## config.mk

```make
export PLATFORM = sky130hd
export DESIGN_NAME = trng_arbiter
export DESIGN_NICKNAME = d
export VERILOG_FILES = /design/src/rtl/trng_arbiter.sv
export SDC_FILE = /design/constraint.sdc
export NUM_CORES = 1
export LEC_CHECK = 0
export ABC_CLOCK_PERIOD_IN_PS = 1800
export BUFFER_PORTS_ARGS = -buffer_cell sky130_fd_sc_hd__buf_4
export CORE_MARGIN = 5
export CORE_UTILIZATION = 40
export CTS_CLUSTER_SIZE = 10
export DETAILED_ROUTE_END_ITERATION = 8
export PLACE_DENSITY = 0.84
export SLEW_MARGIN = 0
export SYNTH_ARGS = -nofsm -noshare
export SYNTH_HDL_FRONTEND = slang
export SYNTH_SLANG_ARGS = --single-unit
```

## constraint.sdc

```tcl
create_clock -name clk -period 1.8 [get_ports clk]
set_input_delay 0.36 -clock clk [delete_from_list [all_inputs] [get_ports clk]]
set_output_delay 0.36 -clock clk [all_outputs]
set_load 0.02 [all_outputs]
```

## src/rtl/trng_arbiter.sv

```systemverilog
// trng_arbiter: round-robin scheduler sharing one 256-bit TRNG core among N requesters.
// Each grant kicks the core, waits for its rdy handshake, then streams all eight words.
module trng_arbiter #(
  parameter int N       = 4,
  parameter int TIMEOUT = 64,
  parameter int IDW     = $clog2(N)
) (
  input  logic           clk,
  input  logic           rst_n,
  input  logic [N-1:0]   req,
  output logic [N-1:0]   gnt,
  output logic [31:0]    dout,
  output logic           dout_valid,
  output logic           dout_last,
  output logic [IDW-1:0] dout_id,
  output logic           err,
  output logic           busy,
  output logic           trng_en,
  output logic           trng_rd_en,
  output logic [2:0]     trng_addr,
  input  logic [31:0]    trng_out,
  input  logic           trng_rdy
);

  localparam int WDW = $clog2(TIMEOUT + 1);

  typedef enum logic [2:0] {
    IDLE,
    KICK,
    WAIT_LOW,
    WAIT_HIGH,
    READ,
    DONE
  } state_t;

  state_t         state_q;
  logic [N-1:0]   gnt_q;
  logic [IDW-1:0] ptr_q;
  logic [IDW-1:0] dout_id_q;
  logic [WDW-1:0] wdog_q;
  logic           trng_en_q;
  logic           trng_rd_en_q;
  logic [2:0]     trng_addr_q;
  logic           dout_valid_q;
  logic           dout_last_q;
  logic           err_q;

  logic [IDW-1:0] winner_d;
  logic [IDW-1:0] idx_d;
  logic [N-1:0]   onehot_d;

  // Search upward from pointer+1 with wrap; the descending loop lets the nearest requester win
  always_comb begin
    winner_d = ptr_q;
    idx_d    = '0;
    for (int i = N; i >= 1; i--) begin
      idx_d = IDW'((int'(ptr_q) + i) % N);
      if (req[idx_d]) begin
        winner_d = idx_d;
      end
    end
  end

  assign onehot_d = {{(N-1){1'b0}}, 1'b1} << winner_d;

  // Main control FSM: grant, kick the core, guard the handshake with a watchdog, read eight words
  always_ff @(posedge clk or negedge rst_n) begin
    if (!rst_n) begin
      state_q      <= IDLE;
      gnt_q        <= '0;
      ptr_q        <= IDW'(N - 1);
      dout_id_q    <= '0;
      wdog_q       <= '0;
      trng_en_q    <= 1'b0;
      trng_rd_en_q <= 1'b0;
      trng_addr_q  <= 3'd0;
      dout_valid_q <= 1'b0;
      dout_last_q  <= 1'b0;
      err_q        <= 1'b0;
    end else begin
      trng_en_q    <= 1'b0;
      err_q        <= 1'b0;
      dout_valid_q <= trng_rd_en_q;
      dout_last_q  <= trng_rd_en_q && (trng_addr_q == 3'd7);
      case (state_q)
        IDLE: begin
          if ((|req) && trng_rdy) begin
            gnt_q     <= onehot_d;
            dout_id_q <= winner_d;
            ptr_q     <= winner_d;
            trng_en_q <= 1'b1;
            state_q   <= KICK;
          end
        end
        KICK: begin
          wdog_q  <= WDW'(1);
          state_q <= WAIT_LOW;
        end
        WAIT_LOW: begin
          if (wdog_q == WDW'(TIMEOUT - 1)) begin
            err_q   <= 1'b1;
            gnt_q   <= '0;
            state_q <= IDLE;
          end else begin
            wdog_q <= wdog_q + WDW'(1);
            if (!trng_rdy) begin
              state_q <= WAIT_HIGH;
            end
          end
        end
        WAIT_HIGH: begin
          if (trng_rdy) begin
            trng_rd_en_q <= 1'b1;
            trng_addr_q  <= 3'd0;
            state_q      <= READ;
          end else if (wdog_q == WDW'(TIMEOUT - 1)) begin
            err_q   <= 1'b1;
            gnt_q   <= '0;
            state_q <= IDLE;
          end else begin
            wdog_q <= wdog_q + WDW'(1);
          end
        end
        READ: begin
          if (trng_addr_q == 3'd7) begin
            trng_rd_en_q <= 1'b0;
            trng_addr_q  <= 3'd0;
            state_q      <= DONE;
          end else begin
            trng_addr_q <= trng_addr_q + 3'd1;
          end
        end
        DONE: begin
          gnt_q   <= '0;
          state_q <= IDLE;
        end
        default: begin
          gnt_q   <= '0;
          state_q <= IDLE;
        end
      endcase
    end
  end

  assign gnt        = gnt_q;
  assign dout       = trng_out;
  assign dout_valid = dout_valid_q;
  assign dout_last  = dout_last_q;
  assign dout_id    = dout_id_q;
  assign err        = err_q;
  assign busy       = (state_q != IDLE);
  assign trng_en    = trng_en_q;
  assign trng_rd_en = trng_rd_en_q;
  assign trng_addr  = trng_addr_q;

endmodule

```

==> metrics.md <==
| Metric | Value |
|---|---|
| Vertical die dimension | 72.9 microns |
| Largest net degree at the start of global routing | 27 |
| Register bit total from synthesis | 26 |
| Unrepaired setup endpoints after global routing | yes |
| Post-synthesis async set-or-reset flop share | 100% |
| Design Power | 2990 uW |
| Final Max Tran Viols | 0 |
| Max Root-Sink Buffers | 2 |
| Routability congestion estimate from global placement | 0.859 |
| Arr. time, crit path | 2.00 ns |
| Peak Freq | 559 MHz |
| Critical path class | reg -> reg |
| Number of vias after detailed routing | 1,208 |
| CTS H-tree lvls | 1 |
| Met3 GRT Util | 4.27% |
| Critical-path cell list | ha_4 > and4_4 > a211o_1 > or4_1 > a21oi_1 |
| Number of hold-slack violations in the final timing report | 0 |
| Proportion of power drawn by combinational gates | 49.6% |
| Post-synthesis cell area | 0.00158 sq mm |
| Number of antenna violations at the first check in global routing | 0 |
| Min cycle time layout | 1.79 ns |
| Clock root cell | sky130_fd_sc_hd__clkbuf_8 |
| Placed cell count | 217 |
| Combined global-route utilization of all metal layers | 12.3% |
| Fraction of met2 tracks used by global routing | 18.8% |
| P_leak | 0.000797 uW |
| Number of non-filler instances in the completed layout | 223 |
| Sink Count | 26 |
| Average size of a mapped cell | 9.36 sq um |
| Switching power as a share of total power | 39.7% |
| MaxCap Viol Count | 0 |
| Power density normalized to cell area | 1690 mW/mm^2 |
| Antenna violation net count after detailed routing | 0 |
| Fin Clk Skew | 0.00731 ns |
| Final critical-path share of the clock period | 99.4% |
| Initial Utilization | 42.2% |
| Instance count of the mapped netlist | 169 |
| Number of CTS-inserted buffers | 3 |
| Relative slew margins | 71.6% |
| Portion of total power attributed to the clock network | 16.3% |
| TritonCTS clock tree | built |
| Setup TNS Final | 0 ns |
| Critical Path Slowest Stage Cell | sky130_fd_sc_hd__or4_1 |
| WL/cell | 14.2 microns |
| Part of the total power dissipated in sequential elements | 34.1% |
| Path class of the lowest-slack min-delay path | in -> reg |
| Share of cells above drive strength 1 | 28.6% |
| Number of buffers added on ports | 21 |
| Sequential share of the synthesized area | 41.3% |
| Final WL | 3180 microns |
| Category of the worst setup path launch point | flip-flop |
| Clock slew at the register clock pins of the worst setup and hold paths | 0.09 ns |
| Peak VDD IR | 1000 uV |
| Endpoint type of the worst setup path | flip-flop |
| Met1 Use GR | 16.6% |
| DR pass1 iterations | 4 |
| Warnings from Yosys | 0 |
| Transition time at the pin with the least slew margin | 0.426 ns |
| Most instantiated flip-flop cell in the synthesis netlist | sky130_fd_sc_hd__dfrtp_1 |
| Drt initial violations | 56 |
| Number of remaining DRC errors | 0 |
| Nets@finish | 218 |
| ANT cells | 0 |
| Global-route congestion overflow total | 0 |
| Fill cells | 376 |
| Area of the die | 0.00531 sq mm |
| Net count after synthesis | 211 |
| Final core utilization | 47.2% |
| Average vias per placed instance | 5.42 |
| Maximum fanout count along the critical path | 4 |
| P_int | 1800 uW |
| Via count of the first global-routing pass | 1,156 |
| Clock latency of the later-clocked register in the worst-skew pair | 0.27 ns |
| First-pass GRT wire length | 5310 microns |
| DPL Wire Length | 2380 microns |
| IO Count | 86 |
| Result of the run | finished clean |
| Number of cell rows | 22 |
| Final number of setup-violating endpoints | 0 |
| Critical path required time | 2.01 ns |
| Final-layout worst hold slack | 0.323 ns |
| Net switching power | 1190 uW |
| Global routing's busiest layer | met2 |
| Number of enable flip-flop cells after synthesis | 0 |
| Core Region | 0.00374 sq mm |
| Synth unique cells | 44 |
| Relative area change from synthesis to final layout | 11.7% |
| Die Width | 72.9 microns |
| Stage delay of the slowest cell on the critical path | 0.50 ns |
repair_timing:
| action | in CTS | in global routing |
|---|---|---|
| endpoints found under the hold margin | 24 | 0 |
| gates resized for setup | 0 | 2 |
| buffers inserted | 0 | 1 |
| endpoints found under the setup margin | 0 | 2 |
| hold buffers | 1 | 0 |
through the flow:
step	setup slack, ns	instance area (sq um)
2_1_floorplan	0.00727	1600
3_3_place_gp	0.0505	1670
3_5_place_dp	0.0180	1670
4_1_cts	0.00986	1750
5_1_grt	-0.0630	1770
6_report	0.0101	1770
synthesized netlist by cell type, types with 3 or more instances:
cell,instances,area (sq um)
sky130_fd_sc_hd__nor2_1,14,52.6
sky130_fd_sc_hd__nand3b_1,3,22.5
sky130_fd_sc_hd__o21ai_0,4,20.0
sky130_fd_sc_hd__dfrtp_1,24,601
sky130_fd_sc_hd__clkbuf_1,4,15.0
sky130_fd_sc_hd__nand3_1,3,15.0
sky130_fd_sc_hd__ha_1,3,37.5
sky130_fd_sc_hd__nand2b_1,7,43.8
sky130_fd_sc_hd__o22ai_1,4,25.0
sky130_fd_sc_hd__o31ai_1,3,22.5
sky130_fd_sc_hd__buf_4,32,240
sky130_fd_sc_hd__nand2_1,9,33.8
sky130_fd_sc_hd__a21oi_1,16,80.1
cells by family after synthesis:
logic type	count (synthesis)	synth area share, %
fa+ha+maj	3	2.37
buf+inv	38	16.6
compound gates	45	19.1
simple gates	56	20.0
flops	26	41.3
mux	1	0.633
cell type report:
type | count | area (sq um) | share of cell area [%]
well taps | 48 | 60.1 | 3.40
inverters | 2 | 7.51 | 0.425
clock inverters | 1 | 30.0 | 1.70
repair buffers | 38 | 288 | 16.3
clock buffers | 3 | 41.3 | 2.34
flip-flops and latches | 26 | 654 | 37.0
multi-input cells | 105 | 686 | 38.8
path summary, 6_finish.rpt:
| check | from | to | slack, ns | depth (start not counted) |
|---|---|---|---|---|
| max | wdog_q[0]$_DFFE_PN0P_ | wdog_q[3]$_DFFE_PN0P_ | 0.01 | 5 |
| max reg2reg | wdog_q[0]$_DFFE_PN0P_ | wdog_q[3]$_DFFE_PN0P_ | 0.01 | 5 |
| max in group asynchronous | rst_n | ptr_q[0]$_DFFE_PN1P_ | 0.99 | 2 |
| min in group asynchronous | rst_n | wdog_q[5]$_DFFE_PN0P_ | 0.52 | 2 |
| min reg2reg | trng_rd_en$_DFFE_PN0P_ | dout_valid$_DFF_PN0_ | 0.42 | 0 |
| min | trng_rdy | state_q[0]$_DFFE_PN0P_ | 0.32 | 2 |
critical path, delay by kind of cell (launching register included):
kind,cells,cell delay (ns)
and+or+nand+nor,2,0.68
AOI/OAI and AO/OA,2,0.46
DFF,1,0.43
adders and majority gates,1,0.16
cell usage in the layout (no fill, tap or decap), drive strengths merged, types with 2 or more instances in the layout:
cell     netlist  routed
a211o          2       2
a21oi         16      16
a31o           2       2
a32o           2       2
and2           2       2
buf           32      37
clkbuf         4       3
dfrtp         24      24
dfstp          2       2
ha             3       3
inv            2       2
nand2          9       9
nand2b         7       7
nand3          3       3
nand3b         3       3
nor2          14      14
nor2b          2       2
nor3           3       3
nor4           2       2
o21a           2       2
o21ai          5       5
o22ai          4       4
o2bb2ai        2       2
o31ai          3       3
or4            2       2
routing by layer:
metal | part of all wire [%] | wire length (microns)
met3 | 7.5 | 237
met2 | 45 | 1430
met1 | 47 | 1500
met4 | 0.44 | 14
met5 | 0 | 0
power groups by stage:
stage	combinational [uW]	sequential [uW]	clock, uW
floorplan	895	1110	0
global route	1640	1060	519
global placement	1450	1020	0
detailed placement	1470	1030	0
CTS	1480	1020	495
finish	1490	1020	487
registers in the layout (all words and copies together) (netlist names):
| register | flops |
|---|---|
| wdog_q | 7 |
| dout_valid | 1 |
| ptr_q | 2 |
| gnt | 4 |
| err | 1 |
| state_q | 3 |
| trng_en | 1 |
| trng_addr | 3 |
| dout_last | 1 |
| trng_rd_en | 1 |
| dout_id | 2 |
(Power assumes the default switching activity.)
